$ cat src/rtl/csa_resolver_pkg.sv
// rtl/csa_resolver_pkg.sv - shared FSM state type and chunk-count helper for csa_resolver
package csa_resolver_pkg;

  typedef enum logic [1:0] {
    IDLE = 2'd0,
    RUN  = 2'd1,
    DONE = 2'd2
  } state_t;

  function automatic int num_chunks(input int width, input int chunk);
    return width / chunk;
  endfunction

endpackage

$ cat src/rtl/csa_chunk_add.sv
// rtl/csa_chunk_add.sv - CHUNK-bit ripple slice with carry-in/carry-out
module csa_chunk_add #(
  parameter int CHUNK = 8
) (
  input  logic [CHUNK-1:0] a,
  input  logic [CHUNK-1:0] b,
  input  logic             cin,
  output logic [CHUNK-1:0] sum,
  output logic             cout
);

  assign {cout, sum} = {1'b0, a} + {1'b0, b} + {{CHUNK{1'b0}}, cin};

endmodule

$ cat src/rtl/csa_resolver.sv
// rtl/csa_resolver.sv - resolves a carry-save pair to binary, CHUNK bits per cycle
// Optional CSA_RESOLVER_BYPASS_EN: pairs with a zero carry vector skip RUN.
module csa_resolver
  import csa_resolver_pkg::*;
#(
  parameter int WIDTH = 32,
  parameter int CHUNK = 8
) (
  input  logic             clk,
  input  logic             reset,
  input  logic             in_valid,
  output logic             in_ready,
  input  logic [WIDTH-1:0] in_sum,
  input  logic [WIDTH-1:0] in_carry,
  output logic             out_valid,
  input  logic             out_ready,
  output logic [WIDTH+1:0] out_result
);

  localparam int NCHUNK = num_chunks(WIDTH, CHUNK);
  localparam int IDX_W  = (NCHUNK > 1) ? $clog2(NCHUNK) : 1;
  localparam logic [IDX_W-1:0] LAST_IDX = IDX_W'(NCHUNK - 1);

  state_t           state;
  logic [WIDTH-1:0] op_a;
  logic [WIDTH-1:0] op_b;
  logic             top_carry;
  logic [IDX_W-1:0] idx;
  logic             cin;
  logic [CHUNK-1:0] a_chunk;
  logic [CHUNK-1:0] b_chunk;
  logic [CHUNK-1:0] chunk_sum;
  logic             chunk_cout;

  always_comb begin
    a_chunk = '0;
    b_chunk = '0;
    for (int k = 0; k < NCHUNK; k++) begin
      if (idx == IDX_W'(k)) begin
        a_chunk = op_a[k*CHUNK +: CHUNK];
        b_chunk = op_b[k*CHUNK +: CHUNK];
      end
    end
  end

  csa_chunk_add #(.CHUNK(CHUNK)) u_chunk_add (
    .a    (a_chunk),
    .b    (b_chunk),
    .cin  (cin),
    .sum  (chunk_sum),
    .cout (chunk_cout)
  );

  always_ff @(posedge clk) begin
    if (reset) begin
      state      <= IDLE;
      in_ready   <= 1'b1;
      out_valid  <= 1'b0;
      out_result <= '0;
      op_a       <= '0;
      op_b       <= '0;
      top_carry  <= 1'b0;
      idx        <= '0;
      cin        <= 1'b0;
    end else begin
      case (state)
        IDLE: begin
          if (in_valid && in_ready) begin
            // carry bit i weighs 2^(i+1); its MSB overflows into the top result bits
            op_a      <= in_sum;
            op_b      <= {in_carry[WIDTH-2:0], 1'b0};
            top_carry <= in_carry[WIDTH-1];
            idx       <= '0;
            cin       <= 1'b0;
            in_ready  <= 1'b0;
`ifdef CSA_RESOLVER_BYPASS_EN
            if (in_carry == '0) begin
              out_result <= {2'b00, in_sum};
              out_valid  <= 1'b1;
              state      <= DONE;
            end else
`endif
            begin
              state <= RUN;
            end
          end
        end
        RUN: begin
          for (int k = 0; k < NCHUNK; k++) begin
            if (idx == IDX_W'(k)) out_result[k*CHUNK +: CHUNK] <= chunk_sum;
          end
          cin <= chunk_cout;
          idx <= idx + IDX_W'(1);
          if (idx == LAST_IDX) begin
            out_result[WIDTH+1:WIDTH] <= {1'b0, top_carry} + {1'b0, chunk_cout};
            out_valid <= 1'b1;
            state     <= DONE;
          end
        end
        DONE: begin
          if (out_ready) begin
            out_valid <= 1'b0;
            in_ready  <= 1'b1;
            state     <= IDLE;
          end
        end
        default: begin
          out_valid <= 1'b0;
          in_ready  <= 1'b1;
          state     <= IDLE;
        end
      endcase
    end
  end

endmodule

$ cat config.mk
export PLATFORM = sky130hd
export DESIGN_NAME = csa_resolver
export DESIGN_NICKNAME = d
export VERILOG_FILES = /design/src/rtl/csa_resolver_pkg.sv /design/src/rtl/csa_chunk_add.sv /design/src/rtl/csa_resolver.sv
export SDC_FILE = /design/constraint.sdc
export NUM_CORES = 1
export LEC_CHECK = 0
export BUFFER_PORTS_ARGS = -buffer_cell sky130_fd_sc_hd__buf_4
export CAP_MARGIN = 30
export CORE_ASPECT_RATIO = 0.75
export CORE_MARGIN = 2
export CORE_UTILIZATION = 49
export CTS_CLUSTER_DIAMETER = 200
export CTS_CLUSTER_SIZE = 20
export DETAILED_ROUTE_END_ITERATION = 8
export HOLD_SLACK_MARGIN = 0.06
export PLACE_DENSITY = 0.82
export SLEW_MARGIN = 5
export SYNTH_ARGS = -nofsm -noshare
export SYNTH_HDL_FRONTEND = slang
export SYNTH_SLANG_ARGS = --single-unit
$ cat constraint.sdc
create_clock -name clk -period 3.5 [get_ports clk]
set_clock_uncertainty 0.2 [all_clocks]
set_input_delay 0.525 -clock clk [delete_from_list [all_inputs] [get_ports clk]]
set_output_delay 0.525 -clock clk [all_outputs]
set_load 0.05 [all_outputs]
# Word-level counts from Yosys, hierarchy flattened
# Index checks and enable logic that the tools add are counted.
# word_totals
inputBits	68
reg_bits	105
# classes
mux	21
addsub	4
n_reduce_logical	13
n_eq_ne	8
n_bitwise	2
# ops
operator	count
2-to-1 mux 8 bit	8
AND reduction 2 bit	6
adder 8 x 8 -> 9 bit	1
adder 9 x 1 -> 9 bit	1
AND reduction 3 bit	3
2-to-1 mux 2 bit	4
== test 2 bit (second input constant)	3
!= test 2 bit (second input constant)	3
one-hot mux 1 bit (3 select lines)	2
one-hot mux 2 bit (3 select lines)	1
== test 2 x 1 -> 1 bit (second input constant)	2
zero test 2 bit	2
2-to-1 mux 1 bit	4
one-hot mux 2 bit (2 select lines)	1
adder 1 x 1 -> 2 bit	1
adder 2 x 1 -> 2 bit (second input constant)	1
NOT 1 bit	2
one-hot mux 1 bit (2 select lines)	1
nonzero test 2 bit	1
logical AND 1 bit	1

# Longest topological paths before layout
# Gate-level depths: netlist (run 1).
# depth
ltp_word	8
mapped_depth	17
ltp_nobuf	16

# Modules after synthesis
# Synthesis (run 1) repeated with hierarchy kept, for this count alone.
# unflattened
hier_cells	601
area_unflattened_um2	4723.3
# modules_own_cells
module	cells_per_inst	seq_area_each_um2	n_inst	area_each_um2
csa_resolver	561	2102.0	1	4391.7
csa_chunk_add	40	0.0	1	331.6

# Worst setup path before layout (run 1)
# Ideal clock, no wire load.
# synth_timing
path_kind	register to register
from	register idx[0]
to	register out_result[32]
setup_ps	132
required_time_ps	3168
t_arrival_ps	3129
synth_period_minus_slack_ps	3461
stages_incl_launch_ff	18
path_slack_ps	39
path_cell_list	dfxtp_1 inv_1 ha_1 clkbuf_1 buf_2 a221oi_1 nor3_1 a21oi_1 fa_1 inv_1 fa_1 a211oi_1 nor3_1 o31ai_1 nand2b_1 ha_1 nand2_1 a21oi_1
# synth_between
elab_chain_len	8
word_cells_on_any_way	16
# synth_rtl
element	line_no	source
start: declaration	csa_resolver.sv:28	logic [IDX_W-1:0] idx;
start signal: assignment	csa_resolver.sv:93	idx <= idx + IDX_W'(1);
zero test 2 bit	csa_resolver.sv:39	if (idx == IDX_W'(k)) begin
2-to-1 mux 8 bit (4 in a row)	csa_resolver.sv:39	
adder 8 x 8 -> 9 bit	csa_chunk_add.sv:12	assign {cout, sum} = {1'b0, a} + {1'b0, b} + {{CHUNK{1'b0}}, cin};
adder 9 x 1 -> 9 bit	csa_chunk_add.sv:12	
adder 1 x 1 -> 2 bit	csa_resolver.sv:95	out_result[WIDTH+1:WIDTH] <= {1'b0, top_carry} + {1'b0, chunk_cout};
end signal: indexed assignment	csa_resolver.sv:90	if (idx == IDX_W'(k)) out_result[k*CHUNK +: CHUNK] <= chunk_sum;
end signal: indexed assignment	csa_resolver.sv:95	
end: declaration	csa_resolver.sv:17	output logic [WIDTH+1:0] out_result
# Parallel ways exist; a longest one is shown, timed or not.
# A chain may end at the register's enable or synchronous reset.

# Worst setup path in the final report (run 1)
# layout_timing
from	register idx[1]
to	register out_result[32]
# Same word-level chain as after synthesis.

==> results of run 1 <==
timing repair:
| item | 4_1_cts | 5_1_grt |
|---|---|---|
| gates resized for setup | 1 | 19 |
| gates cloned | 0 | 0 |
| setup endpoints to repair | 1 | 17 |
| pin swaps | 0 | 1 |
worst register-to-register path: cells and delay by family (launching register included):
kind,cells,cell delay [ns]
fa+ha+maj,4,1.03
compound gates,5,1.00
flops,1,0.35
simple gates,5,0.40
buf+inv,2,0.17
how the worst max path moves through the flow:
stage,slack (ns),to,startpoint,cells after the start
after global routing,0.0005,out_result[32],idx[1],16
final,0.18,out_result[32],idx[1],16
after floorplan,0.04,out_result[32],idx[0],17
after CTS,0.04,out_result[32],idx[1],16
after detailed placement,-0.02,out_result[32],idx[0],15
after global placement,0.14,out_result[32],idx[1],15
area by class of cell:
class,count,share of cell area
multi-input combinational,445,0.4099
sequential,105,0.3591
timing repair buffer,115,0.1480
clock buffer,12,0.04377
tap,128,0.02733
clock inverter,4,0.008753
inverter,5,0.003202
power by group through the flow:
stage                     logic (mW)  registers, mW  clock network, mW
after floorplan                0.262           1.35                  0
after global placement         0.421           1.32                  0
after detailed placement       0.439           1.32                  0
after CTS                      0.441           1.30               1.04
after global routing           0.498           1.31               1.09
final                          0.454           1.30               1.03
per-stage QoR:
stage	util	hold slack [ns]	total power, mW	setup TNS (ns)	area [um2]
finish	0.6399	0.2203	2.786	0	5861
global route	0.6399	0.2172	2.897	0	5861
CTS	0.6335	0.2118	2.782	0	5802
detailed placement	0.5993	0.2492	1.763	-0.01825	5489
global placement	0.5993	0.2451	1.744	0	5489
floorplan	-	0.2318	1.607	0	4659
sequential cells by signal, summed over array words and instances (netlist names):
register	flops
state	2
out_result	34
out_valid	1
cin	1
in_ready	1
idx	2
top_carry	1
op_b	31
op_a	32
per-layer routing:
layer | share of wire | GRT usage | routed length (um)
met1 | 0.44 | 0.3343 | 5650
met2 | 0.45 | 0.4138 | 5840
met3 | 0.087 | 0.06986 | 1131
met4 | 0.026 | 0.1016 | 337
met5 | 0 | 0 | 0
logic make-up (layout without fill, tap and decap cells):
group	Yosys count	after routing	synth area share
AO/OA/AOI/OAI	174	174	0.2162
XOR/XNOR	1	1	0.001880
adder cells (fa/ha/maj)	14	14	0.04082
flip-flops	105	105	0.4511
AND/OR/NAND/NOR	256	256	0.2438
buffers and inverters	51	136	0.04619
layout by cell type, fill, tap and decap left out, types with 6 or more instances in the layout:
master,count
a211oi_1,9
a21oi_1,111
buf_4,114
clkbuf_16,9
dfxtp_1,103
ha_1,9
nand2_1,181
nand3b_1,27
nor2_1,17
nor2b_1,6
o21ai_0,13
o41ai_1,8
==> impl_metrics.csv, run 1 <==
group,metric,value,unit
cts,cts_buffer_depth,2,
min_path,hold_path.startpoint,"in_carry[31]",
min_path,hold-path-endpoint,"top_carry",
placed_design,place_hpwl,9305,um
setup_path,cp_slowest_cell,"dfxtp_2",
routing,vias_per_cell,5.590,
min_path,hp-class,"input pin to flip-flop",
floorplanning,die_w,116.6,um
routing,drt_iter0_drc,435,
cts,postCtsSetupRepairBufs,0,
cts,htreeDepth,3,
setup_path,r2r_setup_slack,0.18,ns
run,cap_violations,0,
timing,fmax,0.3017,GHz
cts,clock-sinks,105,
timing,period_needed,3.315,ns
cts,cts_root_buffer,"clkbuf_16",
synthesis,synth_common_cells,"182 x nand2_1, 112 x a21oi_1, 105 x dfxtp_1, 30 x clkbuf_1, 27 x nand3b_1",
cts,cts_inserted_buffers,9,
synthesis,synth_top_area_cell,"dfxtp_1",
pwr,power.internal,2.031,mW
setup_path,cp-end-kind,"flip-flop",
finish,final_nets,763,
setup_path,arrival,3.31,ns
setup_path,path_buf_inv,2,
pwr,clock_power_share,0.370,
global_routing,grt_overflow,0,
pwr,p_leak,2.326,nW
timing,setup_slack,0.1850,ns
timing,finalCritPeriodShare,0.9472,
routing,dr.pass1.iters,5,
finish,layoutNonFillerInstCount,814,
finish,drive_gt1_frac,0.2187,
pwr,seq_power_share,0.467,
global_routing,grt_antenna_before_repair,0,
setup_path,cp_slowest_stage_delay,0.35,ns
pwr,p_switching,0.7551,mW
min_path,worst_hold_path.num_cells,3,
cts,cts_tree,"done",
setup_path,rr_startpoint,"idx[1]",
synthesis,synth_most_common_cell,"nand2_1",
synthesis,syn_area_per_cell,7.753,um2
synthesis,async_reset_ff_frac,0,
timing,tightest_slew,0.9066,ns
setup_path,crit_chain,"inv_1 -> ha_4 -> nor2b_1 -> a221oi_2 -> nor3_1 -> a21oi_2 -> fa_2 -> inv_1 -> fa_2 -> a211oi_2 -> nor3_1 -> o31ai_2 -> nand2b_1 -> ha_1 -> nand2_1 -> a21oi_1",
setup_path,worst_setup_path_start_kind,"flip-flop",
synthesis,synthCells,601,
global_routing,grt_pass1_wl,20360,um
pwr,power_density,475.4,mW/mm2
synthesis,synth_area_leaders,"dfxtp_1 45%, nand2_1 15%, a21oi_1 12%",
placed_design,preCtsSetupSlack,-0.01825,ns
floorplanning,core,0.009159,mm2
floorplanning,pin_count,104,
synthesis,ys_seq_area_frac,0.4511,
setup_path,timing.rr.end,"out_result[32]",
routing,routed_wl,12960,um
cts,clk_latency,0.35,ns
synthesis,yosys_warnings,0,
setup_path,crit_fanout,5,
floorplanning,dieArea,0.01031,mm2
floorplanning,start_util,0.5087,
timing,slew_violations,0,
timing,max-slew-margin-rel,0.3956,
synthesis,synthDistinctLibCells,39,
finish,multiInputGateArea,0.002402,mm2
finish,fillers,808,
floorplanning,num_rows,30,
setup_path,r2r_cells,16,
routing,drtAntennaViolNets,0,
synthesis,synth_area,0.004659,mm2
run_status,status,"finished, final reports clean",
routing,vias,4550,
synthesis,netlist.area_leader.share,0.4511,
setup_path,cp_data_required_time,3.49,ns
pwr,irDropWorstVdd,0.3144,mV
routing,routedWlPerCell,15.92,um
global_routing,grt_pass1_vias,4238,
pwr,netSwitchingFraction,0.2710,
timing,finalSetupViolCount,0,
synthesis,synthFlopType,"dfxtp_1",
setup_path,critPathTopFamily,"adder cells",
timing,grt_setup_unrepaired,"false",
synthesis,synth_enable_flop_cells,0,
placed_design,portBuffers,103,
timing,finalHoldViolCount,0,
synthesis,synth_seq_cells,105,
placed_design,dpl.cell_count,798,
global_routing,grt_usage,0.2578,
pwr,power_frac_comb,0.163,
global_routing,grt_max_degree,101,
cts,postCtsHoldBufs,0,
cts,cts.clk_slew.worst_paths,0.07,ns
finish,area_growth_syn_to_layout,25.78,%
floorplanning,die_h,88.45,um
synthesis,synth_fp_nets,683,
setup_path,path_class,"flip-flop to flip-flop",
finish,seq_area,0.002105,mm2
placed_design,gp_congestion,0.8962,
finish,antenna_cells,0,
routing,drc,0,
No activity file was read; power rests on OpenSTA's default activity.
==> inputs of run 2 (changes only) <==
--- a/config.mk
+++ b/config.mk
@@ -7,14 +7,16 @@
 export LEC_CHECK = 0
 export BUFFER_PORTS_ARGS = -buffer_cell sky130_fd_sc_hd__buf_4
 export CAP_MARGIN = 30
+export CELL_PAD_IN_SITES_DETAIL_PLACEMENT = 0
+export CELL_PAD_IN_SITES_GLOBAL_PLACEMENT = 1
 export CORE_ASPECT_RATIO = 0.75
 export CORE_MARGIN = 2
-export CORE_UTILIZATION = 49
+export CORE_UTILIZATION = 35
 export CTS_CLUSTER_DIAMETER = 200
 export CTS_CLUSTER_SIZE = 20
 export DETAILED_ROUTE_END_ITERATION = 8
 export HOLD_SLACK_MARGIN = 0.06
-export PLACE_DENSITY = 0.82
+export PLACE_DENSITY = 0.81
 export SLEW_MARGIN = 5
 export SYNTH_ARGS = -nofsm -noshare
 export SYNTH_HDL_FRONTEND = slang
==> run 2 against run 1 <==
Effect of this change: die area grew 38%; critical path depth down 2; clock power increased by 6%; hold slack better by 0.0017 ns; sequential cell count unchanged; wire length is 1.3% higher; maximum frequency is 0.65% higher; via count down 4.5%; largest cell class unchanged.
==> impl_metrics.csv, run 2 (synthesis results as in run 1) <==
group,metric,value,unit
run_status,status,"finished, final reports clean",
cts,cts.clk_slew.worst_paths,0.07,ns
finish,post-route-util,0.4577,
finish,drive_gt1_frac,0.2201,
finish,final_nets,765,
setup_path,arrival,3.29,ns
setup_path,crit_fanout,15,
setup_path,worst_setup_path_start_kind,"flip-flop",
global_routing,grt_overflow,0,
min_path,hp-class,"input pin to flip-flop",
cts,clock-sinks,105,
routing,drtAntennaViolNets,0,
pwr,p_leak,2.346,nW
timing,slew_violations,0,
routing,drt_iter0_drc,246,
floorplanning,core,0.01297,mm2
setup_path,cp-end-kind,"flip-flop",
global_routing,grt_antenna_before_repair,0,
finish,fillers,1313,
floorplanning,pin_count,104,
cts,cts_tree,"done",
pwr,power_density,478.8,mW/mm2
finish,largest_reg_flops,34,
placed_design,gp_congestion,0.8539,
run,cap_violations,0,
setup_path,r2r_cells,14,
finish,final_common_cell,"nand2_1",
setup_path,r2r_setup_slack,0.21,ns
setup_path,path_class,"flip-flop to flip-flop",
timing,finalCritPeriodShare,0.9410,
global_routing,grt_pass1_wl,21050,um
floorplanning,num_rows,36,
finish,regMostFlops,"out_result",
global_routing,grt_usage,0.1876,
finish,reg.largest.list,"out_result x34, op_a x32, op_b x31",
global_routing,grt_max_degree,98,
pwr,irDropWorstVdd,0.2515,mV
min_path,worst_hold_path.num_cells,3,
finish,area_growth_syn_to_layout,27.42,%
min_path,hold_path.startpoint,"in_carry[6]",
cts,postCtsSetupRepairBufs,0,
floorplanning,dieArea,0.01426,mm2
cts,cts_root_buffer,"clkbuf_16",
timing,finalSetupViolCount,0,
timing,period_needed,3.294,ns
global_routing,grt_pass1_vias,4172,
floorplanning,start_util,0.3592,
timing,max-slew-margin-rel,0.3899,
finish,layoutNonFillerInstCount,857,
floorplanning,die_h,103.9,um
setup_path,timing.rr.end,"out_result[14]",
setup_path,cp_data_required_time,3.50,ns
timing,setup_tns,0,ns
timing,tightest_slew,0.9151,ns
placed_design,portBuffers,103,
placed_design,dpl.cell_count,843,
cts,cts_inserted_buffers,9,
min_path,hold-path-endpoint,"op_b[7]",
timing,finalHoldViolCount,0,
cts,clk_latency,0.35,ns
cts,cts_buffer_depth,2,
routing,vias_per_cell,5.070,
routing,dr.pass1.iters,5,
finish,antenna_cells,0,
timing,fmax,0.3036,GHz
routing,drc,0,
placed_design,place_hpwl,9430,um
routing,vias,4345,
routing,routedWlPerCell,15.32,um
setup_path,rr_startpoint,"idx[0]",
finish,final_cell_mix,"181 x nand2_1, 116 x buf_4, 110 x a21oi_1",
routing,routed_wl,13130,um
cts,htreeDepth,3,
floorplanning,die_w,137.2,um
timing,whs,0.2220,ns
timing,grt_setup_unrepaired,"false",
run 2: stage by stage:
step / instance area, um2 / total power [mW] / setup WS, ns
after floorplan: 4659 / 1.607 / 0.03870
after global placement: 5570 / 1.763 / 0.1679
after detailed placement: 5570 / 1.772 / 0.01061
after CTS: 5902 / 2.859 / 0.02765
after global routing: 5937 / 2.956 / 0.01825
final: 5937 / 2.842 / 0.2064
run 2: worst max-delay path by stage:
stage / start / end / slack, ns / cells after the start
after CTS: idx[1] / out_result[32] / 0.03 / 16
after detailed placement: idx[1] / out_result[32] / 0.01 / 15
after floorplan: idx[0] / out_result[32] / 0.04 / 17
after global placement: idx[1] / out_result[32] / 0.17 / 15
final: idx[0] / out_result[14] / 0.21 / 14
after global routing: idx[0] / out_result[32] / 0.02 / 15
run 2: critical path, stage by stage (launching register included):
cell	delay [ns]
dfxtp_2	0.35
inv_1	0.13
ha_2	0.28
buf_4	0.22
nand2_1	0.07
a21oi_1	0.16
a21oi_2	0.06
fa_2	0.34
inv_1	0.08
fa_2	0.20
a211oi_2	0.08
buf_4	0.15
or2_2	0.35
a211oi_2	0.36
o31ai_1	0.12
run 2: repair_timing:
action,4_1_cts,5_1_grt
gates resized for setup,3,12
setup endpoints to repair,1,6
hold buffers,0,0
pin swaps,1,3
run 2: final cells by class:
cell class | instances | area (um2) | area share
Multi-Input combinational cell | 445 | 2391 | 0.4027
Sequential cell | 105 | 2105 | 0.3545
Timing Repair Buffer | 117 | 890.9 | 0.1501
Clock buffer | 11 | 252.7 | 0.04257
Tap cell | 171 | 214.0 | 0.03604
Clock inverter | 3 | 65.06 | 0.01096
Inverter | 5 | 18.77 | 0.003161
run 2: per-layer routing:
metal | wire (um) | global-route usage | vias to the layer above
li1 | - | - | 2210
met1 | 6494 | 0.2756 | 2019
met2 | 5746 | 0.2758 | 102
met3 | 703 | 0.03801 | 14
met4 | 180 | 0.05523 | 0
met5 | 0 | 0 | -
run 2: report_power, final:
part | leakage [nW] | switching [mW] | total (mW) | internal, mW
Combinational | 1.33 | 0.275 | 0.457 | 0.182
Sequential | 0.857 | 0.0393 | 1.30 | 1.26
Clock | 0.157 | 0.431 | 1.09 | 0.657
Total | 2.35 | 0.746 | 2.84 | 2.10
==> inputs of run 3 (changes only) <==
--- a/config.mk
+++ b/config.mk
@@ -17,6 +17,7 @@
 export DETAILED_ROUTE_END_ITERATION = 8
 export HOLD_SLACK_MARGIN = 0.06
 export PLACE_DENSITY = 0.81
+export RECOVER_POWER = 50
 export SLEW_MARGIN = 5
 export SYNTH_ARGS = -nofsm -noshare
 export SYNTH_HDL_FRONTEND = slang
==> run 3 against run 2 <==
Effect of this change: the run now ends with max-capacitance violations, max-slew violations left; sequential power is essentially flat; utilization is 1.1 points lower; hold slack hardly changed; count of clock-buffer cells in the layout stayed put; die area unchanged; critical path type unchanged; largest cell class unchanged; largest power group unchanged.
==> impl_metrics.csv, run 3 (synthesis results as in run 1) <==
group,metric,value,unit
run_status,status,"finished with violations",
run_status,violations,"max-capacitance violations, max-slew violations",
cts,clock-sinks,105,
timing,period_needed,3.333,ns
finish,post-route-util,0.4469,
cts,cts_buffer_depth,2,
min_path,worst_hold_path.num_cells,3,
finish,largest_reg_flops,34,
timing,whs,0.2224,ns
finish,seq_area,0.002105,mm2
setup_path,cp_slowest_stage_delay,0.36,ns
finish,final_nets,765,
placed_design,gp_congestion,0.8539,
routing,vias,4351,
setup_path,crit_fanout,15,
floorplanning,num_rows,36,
floorplanning,start_util,0.3592,
floorplanning,die_w,137.2,um
setup_path,timing.rr.end,"out_result[14]",
setup_path,r2r_setup_slack,0.17,ns
finish,multiInputGateArea,0.002389,mm2
routing,drtAntennaViolNets,0,
timing,grt_setup_unrepaired,"false",
setup_path,rr_startpoint,"idx[0]",
global_routing,grt_overflow,0,
global_routing,grt_max_degree,98,
min_path,hold-path-endpoint,"op_b[7]",
setup_path,crit_chain,"inv_1 -> ha_2 -> buf_4 -> nand2_1 -> a21oi_1 -> a21oi_2 -> fa_2 -> inv_1 -> fa_2 -> a211oi_2 -> buf_4 -> or2_2 -> a211oi_2 -> o31ai_1",
pwr,p_leak,2.193,nW
setup_path,path_class,"flip-flop to flip-flop",
floorplanning,dieArea,0.01426,mm2
timing,finalHoldViolCount,0,
setup_path,worst_setup_path_start_kind,"flip-flop",
floorplanning,core,0.01297,mm2
finish,drive_gt1_frac,0.1662,
floorplanning,pin_count,104,
global_routing,grt_antenna_before_repair,0,
timing,tightest_slew,1.810,ns
pwr,irDropWorstVdd,0.2519,mV
setup_path,crit_start,"idx[0]",
cts,htreeDepth,3,
finish,finish.instance_area,0.005797,mm2
timing,finalSetupViolCount,0,
timing,fmax,0.3000,GHz
run,cap_violations,2,
setup_path,cp_data_required_time,3.46,ns
min_path,hold_path.startpoint,"in_carry[6]",
cts,postCtsHoldBufs,0,
routing,vias_per_cell,5.077,
setup_path,r2r_cells,14,
routing,routed_wl,13130,um
global_routing,grt_pass1_wl,21050,um
timing,slew_violations,143,
cts,cts_root_buffer,"clkbuf_16",
setup_path,cp-end-kind,"flip-flop",
setup_path,arrival,3.30,ns
floorplanning,die_h,103.9,um
timing,setup_slack,0.1668,ns
finish,final_cell_mix,"182 x nand2_1, 110 x a21oi_1, 103 x dfxtp_1",
timing,max-slew-margin-rel,-0.2066,
placed_design,dpl.cell_count,843,
routing,drt_iter0_drc,252,
finish,fillers,1347,
pwr,post-layout-total-power,2.833,mW
routing,drc,0,
finish,antenna_cells,0,
min_path,hp-class,"input pin to flip-flop",
setup_path,cp_slowest_cell,"a211oi_2",
setup_path,critPathTopFamily,"adder cells",
finish,area_growth_syn_to_layout,24.41,%
finish,reg.largest.list,"out_result x34, op_a x32, op_b x31",
timing,finalCritPeriodShare,0.9523,
placed_design,preCtsSetupSlack,0.01061,ns
cts,postCtsSetupRepairBufs,0,
setup_path,path_buf_inv,4,
cts,cts.clk_slew.worst_paths,0.07,ns
cts,cts_tree,"done",
placed_design,portBuffers,103,
global_routing,grt_pass1_vias,4172,
pwr,power_density,488.7,mW/mm2
routing,dr.pass1.iters,4,
timing,setup_tns,0,ns
finish,final_common_cell,"nand2_1",
finish,layoutNonFillerInstCount,857,
finish,regMostFlops,"out_result",
placed_design,placedInstanceArea,0.005570,mm2
routing,routedWlPerCell,15.32,um
cts,clk_latency,0.35,ns
placed_design,place_hpwl,9430,um
global_routing,grt_usage,0.1876,
cts,cts_inserted_buffers,9,
run 3: cell types whose count changed in the layout (fill, tap and decap cells not counted), sizes merged:
cell | before | now
clkbuf | 11 | 48
buf | 117 | 80
run 3: worst max path at each step:
stage | endpoint | slack, ns | cells past startpoint
after global placement | out_result[32] | 0.17 | 15
final | out_result[14] | 0.17 | 14
after CTS | out_result[32] | 0.03 | 16
after detailed placement | out_result[32] | 0.01 | 15
after global routing | out_result[32] | 0.02 | 15
after floorplan | out_result[32] | 0.04 | 17
run 3: worst min-delay path: cells and delay by family:
family / cells / cell delay [ns]
buffers and inverters: 1 / 0.11
AO/OA/AOI/OAI: 1 / 0.05
AND/OR/NAND/NOR: 1 / 0.05
run 3: per-layer routing:
metal | vias to the layer above | global-route usage | wire [um]
met5 | - | 0 | 0
met4 | 0 | 0.05523 | 180
met3 | 14 | 0.03801 | 645
met2 | 112 | 0.2758 | 5712
met1 | 2015 | 0.2756 | 6590
li1 | 2210 | - | -
run 3: timing repair:
action	CTS	global route
pin swaps	1	3
hold endpoints to repair	0	0
setup endpoints to repair	1	6
resized for setup	3	12
run 3: area by class of cell:
class | instances | area share
well taps | 171 | 0.03691
repair buffers | 117 | 0.1299
clock inverters | 3 | 0.01122
clock buffers | 11 | 0.04360
multi-input cells | 445 | 0.4120
flip-flops and latches | 105 | 0.3630
inverters | 5 | 0.003238
run 3: power breakdown:
part           leakage (nW)  total [mW]  switching (mW)  internal (mW)
logic                  1.18       0.450           0.275          0.174
registers             0.857        1.30          0.0388           1.26
clock network         0.157        1.09           0.430          0.657
